===== src/rtl/l0_ctrl_pkg.sv =====
// Shared types and default constants for the L0 fetch-buffer flush controller.
package l0_ctrl_pkg;

  typedef enum logic [1:0] {
    ST_IDLE  = 2'd0,
    ST_DRAIN = 2'd1,
    ST_INVAL = 2'd2,
    ST_ACK   = 2'd3
  } l0_flush_state_e;

  localparam int L0_NB_ENTRIES_DEF = 4;
  localparam int L0_CNT_WIDTH_DEF  = 32;

endpackage


===== src/rtl/l0_ctrl_responder_stall_counter.sv =====
// Saturating fetch-stall cycle counter; synchronous clear wins over increment.
module l0_stall_counter #(
  parameter int WIDTH = 32
) (
  input  logic             clk,
  input  logic             rst_n,
  input  logic             inc,
  input  logic             clr,
  output logic [WIDTH-1:0] count
);

  always_ff @(posedge clk or negedge rst_n) begin
    if (!rst_n) begin
      count <= '0;
    end else if (clr) begin
      count <= '0;
    end else if (inc && (count != {WIDTH{1'b1}})) begin
      count <= count + 1'b1;
    end
  end

endmodule


===== src/rtl/l0_ctrl_responder.sv =====
// L0 fetch-buffer flush responder: drain refills, sweep-invalidate every entry, then
// four-phase ack. Optional stall counter is built only when L0_STALL_CNT_EN is defined.
module l0_ctrl_responder
  import l0_ctrl_pkg::*;
#(
  parameter int NB_ENTRIES = L0_NB_ENTRIES_DEF,
  parameter int CNT_WIDTH  = L0_CNT_WIDTH_DEF
) (
  input  logic                          clk,
  input  logic                          rst_n,
  input  logic                          flush_FetchBuffer_i,
  output logic                          flush_ack_o,
  output logic [CNT_WIDTH-1:0]          ctrl_stall_count_o,
  input  logic                          stall_cnt_clr_i,
  input  logic                          fetch_req_i,
  input  logic                          fetch_gnt_i,
  input  logic                          refill_pending_i,
  output logic                          prefetch_block_o,
  output logic                          inv_req_o,
  output logic [$clog2(NB_ENTRIES)-1:0] inv_idx_o
);

  localparam int IDX_W = $clog2(NB_ENTRIES);
  localparam logic [IDX_W-1:0] LAST_IDX = IDX_W'(NB_ENTRIES - 1);

  l0_flush_state_e  state_q, state_d;
  logic [IDX_W-1:0] sweep_q, sweep_d;

  always_ff @(posedge clk or negedge rst_n) begin
    if (!rst_n) begin
      state_q <= ST_IDLE;
      sweep_q <= '0;
    end else begin
      state_q <= state_d;
      sweep_q <= sweep_d;
    end
  end

  // Once past IDLE the flush always runs to completion; only ACK looks at the request again.
  always_comb begin
    state_d = state_q;
    sweep_d = '0;
    unique case (state_q)
      ST_IDLE: begin
        if (flush_FetchBuffer_i) state_d = ST_DRAIN;
      end
      ST_DRAIN: begin
        if (!refill_pending_i) state_d = ST_INVAL;
      end
      ST_INVAL: begin
        if (sweep_q == LAST_IDX) begin
          state_d = ST_ACK;
        end else begin
          sweep_d = sweep_q + 1'b1;
        end
      end
      ST_ACK: begin
        if (!flush_FetchBuffer_i) state_d = ST_IDLE;
      end
      default: state_d = ST_IDLE;
    endcase
  end

  // Moore decodes of the state register only.
  assign prefetch_block_o = (state_q != ST_IDLE);
  assign inv_req_o        = (state_q == ST_INVAL);
  assign flush_ack_o      = (state_q == ST_ACK);
  assign inv_idx_o        = inv_req_o ? sweep_q : '0;

`ifdef L0_STALL_CNT_EN
  l0_stall_counter #(
    .WIDTH (CNT_WIDTH)
  ) u_stall_counter (
    .clk   (clk),
    .rst_n (rst_n),
    .inc   (fetch_req_i && !fetch_gnt_i),
    .clr   (stall_cnt_clr_i),
    .count (ctrl_stall_count_o)
  );
`else
  assign ctrl_stall_count_o = '0;
  logic unused_stall_inputs;
  assign unused_stall_inputs = &{1'b0, stall_cnt_clr_i, fetch_req_i, fetch_gnt_i};
`endif

endmodule


===== config.mk =====
export PLATFORM = sky130hd
export DESIGN_NAME = l0_ctrl_responder
export DESIGN_NICKNAME = d
export VERILOG_FILES = /design/src/rtl/l0_ctrl_pkg.sv /design/src/rtl/l0_ctrl_responder_stall_counter.sv /design/src/rtl/l0_ctrl_responder.sv
export SDC_FILE = /design/constraint.sdc
export NUM_CORES = 1
export LEC_CHECK = 0
export BUFFER_PORTS_ARGS = -buffer_cell sky130_fd_sc_hd__buf_2
export CORE_MARGIN = 10
export CORE_UTILIZATION = 35
export CTS_BUF_LIST = sky130_fd_sc_hd__clkbuf_4 sky130_fd_sc_hd__clkbuf_8
export DETAILED_ROUTE_END_ITERATION = 6
export PLACE_DENSITY = 0.78
export SLEW_MARGIN = 20
export SYNTH_ARGS = -nofsm -noshare
export SYNTH_HDL_FRONTEND = slang
export SYNTH_SLANG_ARGS = --single-unit

===== constraint.sdc =====
create_clock -name clk -period 1.3 [get_ports clk]
set_input_delay 0.065 -clock clk [delete_from_list [all_inputs] [get_ports clk]]
set_output_delay 0.065 -clock clk [all_outputs]
set_load 0.02 [all_outputs]

==> insert_results.sql, run 1 <==
INSERT INTO impl_metrics (metric_group, metric, value, unit) VALUES
('synth', 'synth_area', '513', 'sq um'),
('die', 'die-area', '3400', 'sq um'),
('synth', 'synth_top_area_frac', '0.468', ''),
('setup_path', 'critPathRequiredTime', '1.41', 'ns'),
('clock_network', 'ctsRootBufferMaster', 'clkbuf_4', ''),
('run_status', 'result_of_the_run', 'finished, violations left', ''),
('placed_design', 'routabilityCongestion', '0.651', ''),
('worst_hold_path', 'hold_path.class', 'in -> async', ''),
('die', 'die_w', '58.3', 'microns'),
('grt', 'grt_max_degree', '6', ''),
('synth', 'synth.largest_area_cell', 'buf_4', ''),
('synth', 'synth_area_per_cell', '9.16', 'sq um'),
('drt', 'ant_nets', '0', ''),
('synth', 'synth_seq_cells', '4', ''),
('setup_path', 'crit_fanout', '3', ''),
('timing', 'worst_slack', '-0.0679', 'ns'),
('power', 'fin_total_pwr', '1.39', 'mW'),
('die', 'start_util', '0.385', ''),
('clock_network', 'worst_skew_pair.late_latency', '0.23', 'ns'),
('die', 'coreArea', '1330', 'sq um'),
('final_layout', 'final_layout_size_suffix_gt1_frac', '0.427', ''),
('grt', 'grtUsageTotal', '0.0629', ''),
('timing', 'setup_viol', '4', ''),
('synth', 'synth_cells', '56', ''),
('timing', 'final_min_period_over_clock_period', '1.05', ''),
('synth', 'postSynth.topFlopCell', 'dfrtp_1', ''),
('timing', 'achievable-frequency', '731', 'MHz'),
('setup_path', 'r2r_slack', '-0.07', 'ns'),
('synth', 'yosys-top-cells-count', 'buf_4, ha_1, dfrtp_1, and2_1, inv_1', ''),
('clock_network', 'cts_sinks', '4', ''),
('drt', 'drc_errors', '0', ''),
('clock_network', 'clock_slew_at_reported_path_ffs', '0.04', 'ns'),
('placed_design', 'postPlaceCellArea', '500', 'sq um'),
('timing', 'final.hold.worst_slack', '0.171', 'ns'),
('synth', 'synth_edf_count', '0', ''),
('setup_path', 'critical_path_class', 'reg -> reg', ''),
('synth', 'synth_async_sr_flop_share', '1.00', ''),
('synth', 'largest_cells_by_area_after_synthesis', 'buf_4, dfrtp_1, ha_1', ''),
('die', 'design.portCount', '44', ''),
('drt', 'route.vias.total', '314', ''),
('timing', 'report.final.hold_viol_count', '0', ''),
('setup_path', 'r2r_start', 'state_q[1]$_DFFE_PN0P_', ''),
('final_layout', 'insertedDiodeCount', '0', ''),
('placed_design', 'post-dp-hpwl', '888', 'microns'),
('grt', 'grt_pass1_wl', '1660', 'microns'),
('drt', 'via_per_inst', '3.49', ''),
('die', 'core.rowCount', '13', ''),
('timing', 'drv_slew', '0', ''),
('clock_network', 'tritoncts_clock_tree', 'done', ''),
('drt', 'drt_pass1_iterations', '3', ''),
('timing', 'period_minus_slack', '1.37', 'ns'),
('die', 'die_height', '58.3', 'microns'),
('run_status', 'failed_checks', 'setup timing', ''),
('synth', 'register_area_share_after_synthesis', '0.195', ''),
('run', 'drv.max_cap_violation_count', '0', ''),
('clock_network', 'clock_tree.htree_level_count', '1', ''),
('placed_design', 'portBuffers', '8', ''),
('grt', 'antenna_found_initial', '0', ''),
('drt', 'detailedRoute.firstIterationViolations', '1', ''),
('setup_path', 'end_kind', 'flip-flop', ''),
('power', 'cellLeakagePower', '0.353', 'nW'),
('power', 'power_per_cell_area', '2210', 'nW/um^2'),
('synth', 'ys.warnings.count', '0', ''),
('drt', 'drt-wirelength-per-cell', '11.8', 'microns'),
('setup_path', 'worstSetupStartpointType', 'flip-flop', ''),
('drt', 'drt-total-wl', '1060', 'microns'),
('timing', 'tns', '-0.222', 'ns'),
('setup_path', 'reg2reg_end', 'state_q[1]$_DFFE_PN0P_', ''),
('grt', 'first_global_vias', '360', ''),
('setup_path', 'worst-r2r-cell-count', '5', ''),
('synth', 'yosysUniqueCellTypes', '12', ''),
('clock_network', 'clock_path_buffers', '2', ''),
('timing', 'setup_repair_after_global_routing_missed_its_margin', 'true', ''),
('grt', 'grt_remaining_overflow', '0', ''),
('final_layout', 'final_nets', '90', ''),
('synth', 'synthMostInstantiatedCell', 'buf_4', ''),
('final_layout', 'layout_stage_area_growth_over_the_synthesis_result', '23.2', '%'),
('setup_path', 'wp_data_arrival', '1.48', 'ns'),
('clock_network', 'cts_buffers', '3', ''),
('timing', 'worst_clock_skew', '0.00193', 'ns'),
('power', 'vdd_ir_drop_max', '0.000800', 'V'),
('final_layout', 'final_area', '632', 'sq um');
sequential cells by signal (all words and copies together), names as in the netlist:
| register | flops |
|---|---|
| sweep_q | 2 |
| state_q | 2 |
report_power, final:
part           switching, mW  internal [mW]  leakage, nW  total (mW)
Combinational          0.479          0.505        0.290       0.983
Clock                 0.0486          0.103       0.0138       0.152
Sequential            0.0726          0.186       0.0492       0.258
Total                  0.600          0.794        0.353        1.39
stage by stage:
stage,cells,util,setup WS (ns)
after global placement,83,0.375,-0.0435
after floorplan,87,-,-0.0470
final,90,0.474,-0.0679
after CTS,90,0.467,-0.0782
after detailed placement,83,0.375,-0.0630
after global routing,90,0.474,-0.119
how the worst max path moves through the flow:
stage | from | endpoint | slack [ns]
floorplan | state_q[1]$_DFFE_PN0P_ | state_q[1]$_DFFE_PN0P_ | -0.05
global placement | state_q[1]$_DFFE_PN0P_ | state_q[1]$_DFFE_PN0P_ | -0.04
detailed placement | state_q[1]$_DFFE_PN0P_ | state_q[1]$_DFFE_PN0P_ | -0.06
CTS | state_q[1]$_DFFE_PN0P_ | state_q[1]$_DFFE_PN0P_ | -0.08
global route | state_q[1]$_DFFE_PN0P_ | state_q[0]$_DFFE_PN0P_ | -0.12
finish | state_q[1]$_DFFE_PN0P_ | state_q[1]$_DFFE_PN0P_ | -0.07
final cells by class:
cell class / count / area, sq um
Fill cell: 126 / 702
Multi-Input combinational cell: 48 / 333
Timing Repair Buffer: 17 / 143
Sequential cell: 4 / 101
Clock buffer: 3 / 22.5
Tap cell: 15 / 18.8
Inverter: 3 / 13.8
cell families (layout without fill, tap and decap cells):
kind of cell    after synthesis  in the layout  share of synthesized area
flops                         4              4                      0.195
buf+inv                      35             23                      0.490
simple gates                  6              6                     0.0634
fa+ha+maj                     6              6                      0.146
other cells                   1             32                    0.00731
mux                           2              2                     0.0488
compound gates                2              2                     0.0488
worst max-delay path, cell delays in order, from the launching register on:
cell and delay (ns):
dfrtp_1 0.41, buf_6 0.13, ha_4 0.14, a22oi_2 0.13, o211ai_2 0.13, mux2_4 0.31
layer usage:
metal,wire length (microns),share of wire,track usage
met4,0,0,0.0403
met3,170,0.16,0.0523
met1,303,0.29,0.0509
met2,585,0.55,0.102
met5,0,0,0
layout by cell type, fill, tap and decap left out, types with 2 or more instances in the layout:
cell type  synthesis  final
ha_4               0      4
and2_4             0      2
buf_4             32      6
inv_2              0      2
buf_2              0      4
nor2_1             2      2
ha_1               6      2
clkbuf_4           0      3
buf_6              0      6
dfrtp_1            4      3
conb_1             1     32
repair_timing:
action	CTS	global route
hold buffers	1	0
hold endpoints to repair	4	0
gates resized for setup	16	3
pin swaps	1	1
endpoints found under the setup margin	6	6
setup buffers	3	0
Power figures use the tool's default switching activity.
==> run 2: changes to the inputs <==
Settings changed: PLACE_DENSITY 0.78 to 0.8.
==> run 2 against run 1 <==
The run still ends with setup timing left. Critical path depth is the same. Clock skew fell by 0.00075 ns. Clock power barely moved. Global-route usage is 0.70 points higher. Final cell count decreased by 1.1%. Die area stayed put. Final area decreased by 5.3%. Clock-buffer cell count stayed put. Combinational power down 0.5%. Hold slack better by 0.043 ns. Non-clock buffer count is 1 lower. Critical endpoint is now inv_idx_o[1].
==> insert_results.sql, run 2 (synthesis results as in run 1) <==
INSERT INTO impl_metrics (metric_group, metric, value, unit) VALUES
('grt', 'grtUsageTotal', '0.0700', ''),
('grt', 'grt_remaining_overflow', '0', ''),
('clock_network', 'tritoncts_clock_tree', 'done', ''),
('final_layout', 'regArea', '103', 'sq um'),
('clock_network', 'cts_buffers', '3', ''),
('setup_path', 'worst_setup_path_endpoint', 'inv_idx_o[1]', ''),
('placed_design', 'number_of_placed_instances_with_taps_included', '84', ''),
('clock_network', 'clock_path_buffers', '2', ''),
('setup_path', 'worstSetupStartpointType', 'flip-flop', ''),
('final_layout', 'layout.cells.most_common_list', 'conb_1, buf_4, buf_2', ''),
('timing', 'setup_viol', '4', ''),
('setup_path', 'worst-r2r-cell-count', '6', ''),
('final_layout', 'insertedDiodeCount', '0', ''),
('setup_path', 'path_depth', '5', ''),
('final_layout', 'layout_stage_area_growth_over_the_synthesis_result', '16.6', '%'),
('timing', 'period_minus_slack', '1.40', 'ns'),
('timing', 'report.final.hold_viol_count', '0', ''),
('power', 'cellLeakagePower', '0.339', 'nW'),
('drt', 'drt-wirelength-per-cell', '14.2', 'microns'),
('placed_design', 'post-dp-hpwl', '996', 'microns'),
('worst_hold_path', 'hold_path.class', 'in -> async', ''),
('drt', 'via_per_inst', '3.56', ''),
('drt', 'drc_errors', '0', ''),
('final_layout', 'finish.cell_count_without_fillers', '89', ''),
('clock_network', 'clock_tree.htree_level_count', '1', ''),
('setup_path', 'critical_path.most_common_cell', 'buf_6', ''),
('power', 'fin_total_pwr', '1.38', 'mW'),
('setup_path', 'timing.critical_path.buf_inv', '3', ''),
('drt', 'detailedRoute.firstIterationViolations', '1', ''),
('setup_path', 'worst_path_dominant_cell_family', 'flip-flops', ''),
('setup_path', 'path_cells', 'buf_4, ha_4, buf_6, and2_4, buf_6', ''),
('timing', 'final.hold.worst_slack', '0.215', 'ns'),
('grt', 'grt_max_degree', '6', ''),
('final_layout', 'multi_input_comb_area', '322', 'sq um'),
('placed_design', 'postPlaceCellArea', '508', 'sq um'),
('final_layout', 'final_layout_size_suffix_gt1_frac', '0.446', ''),
('setup_path', 'end_kind', 'output pin', ''),
('setup_path', 'wp_data_arrival', '1.33', 'ns'),
('run_status', 'result_of_the_run', 'finished, violations left', ''),
('setup_path', 'crit_fanout', '5', ''),
('clock_network', 'clock_slew_at_reported_path_ffs', '0.04', 'ns'),
('final_layout', 'layout.cells.most_common', 'conb_1', ''),
('final_layout', 'fillCellCount', '136', ''),
('grt', 'first_global_vias', '378', ''),
('setup_path', 'critPathMaxStageDelay', '0.42', 'ns'),
('power', 'vdd_ir_drop_max', '0.000647', 'V'),
('drt', 'route.vias.total', '317', ''),
('drt', 'drt_pass1_iterations', '2', ''),
('clock_network', 'ctsRootBufferMaster', 'clkbuf_4', ''),
('run', 'drv.max_cap_violation_count', '0', ''),
('setup_path', 'r2r_slack', '-0.07', 'ns'),
('placed_design', 'routabilityCongestion', '0.694', ''),
('die', 'die_w', '58.3', 'microns'),
('setup_path', 'critPathRequiredTime', '1.24', 'ns'),
('setup_path', 'worst_path_max_delay_cell', 'dfrtp_2', ''),
('die', 'start_util', '0.385', ''),
('drt', 'ant_nets', '0', ''),
('placed_design', 'place_worst_setup_slack', '-0.112', 'ns'),
('die', 'design.portCount', '44', ''),
('die', 'coreArea', '1330', 'sq um'),
('clock_network', 'worst_skew_pair.late_latency', '0.23', 'ns'),
('timing', 'drv_slew', '0', ''),
('die', 'die_height', '58.3', 'microns'),
('timing', 'worst_clock_skew', '0.00118', 'ns'),
('die', 'core.rowCount', '13', ''),
('die', 'die-area', '3400', 'sq um'),
('run_status', 'failed_checks', 'setup timing', ''),
('placed_design', 'portBuffers', '8', ''),
('timing', 'worst_slack', '-0.0960', 'ns'),
('power', 'power_per_cell_area', '2300', 'nW/um^2'),
('timing', 'setup_repair_after_global_routing_missed_its_margin', 'true', ''),
('timing', 'final_min_period_over_clock_period', '1.07', ''),
('timing', 'achievable-frequency', '716', 'MHz'),
('final_layout', 'final_area', '598', 'sq um'),
('grt', 'antenna_found_initial', '0', ''),
('setup_path', 'reg2reg_end', 'state_q[0]$_DFFE_PN0P_', ''),
('final_layout', 'top_regs', 'state_q x2, sweep_q x2', ''),
('drt', 'drt-total-wl', '1260', 'microns'),
('clock_network', 'cts_sinks', '4', ''),
('setup_path', 'r2r_start', 'state_q[0]$_DFFE_PN0P_', ''),
('setup_path', 'critical_path_class', 'reg -> out', ''),
('grt', 'grt_pass1_wl', '1800', 'microns'),
('setup_path', 'critical_path.startpoint', 'state_q[1]$_DFFE_PN0P_', ''),
('final_layout', 'final_nets', '89', '');
==> run 2: worst min-delay path by stage <==
stage | start | endpoint
6_report | rst_n | sweep_q[0]$_DFF_PN0_
2_1_floorplan | rst_n | state_q[0]$_DFFE_PN0P_
4_1_cts | rst_n | sweep_q[0]$_DFF_PN0_
5_1_grt | rst_n | sweep_q[0]$_DFF_PN0_
3_3_place_gp | rst_n | sweep_q[1]$_DFF_PN0_
3_5_place_dp | rst_n | sweep_q[0]$_DFF_PN0_
==> run 2: timing repair <==
action / CTS / global route
setup endpoints to repair: 5 / 5
pin swaps: 0 / 3
hold endpoints to repair: 4 / 0
resized for setup: 9 / 5
hold buffers: 1 / 0
buffers inserted: 0 / 1
==> run 2: report_power, final <==
part           switching [mW]  internal (mW)
sequential             0.0600          0.189
combinational           0.500          0.478
clock                  0.0463          0.103
total                   0.606          0.770
==> run 2: final cells by class <==
type	instances	share of cell area
multi-input cells	48	0.538
repair buffers	16	0.203
flip-flops and latches	4	0.172
clock buffers	3	0.0377
well taps	15	0.0314
inverters	3	0.0188
==> run 2: stage by stage <==
step	util	setup TNS (ns)
2_1_floorplan	-	-0.0470
3_3_place_gp	0.381	-0.122
3_5_place_dp	0.381	-0.198
4_1_cts	0.424	-0.0826
5_1_grt	0.448	-0.545
6_report	0.448	-0.325
==> run 2: worst register-to-register path, stage by stage, from the launching register on <==
cell      delay, ns
dfrtp_2        0.43
inv_2          0.10
ha_1           0.17
inv_2          0.04
o211ai_2       0.18
buf_4          0.15
mux2i_2        0.21
==> run 2: metal layers <==
metal	routed length (microns)	up-vias	global-route usage
li1	-	145	-
met1	316	146	0.0414
met2	740	24	0.143
met3	191	2	0.0523
met4	16	0	0.0302
met5	0	-	0
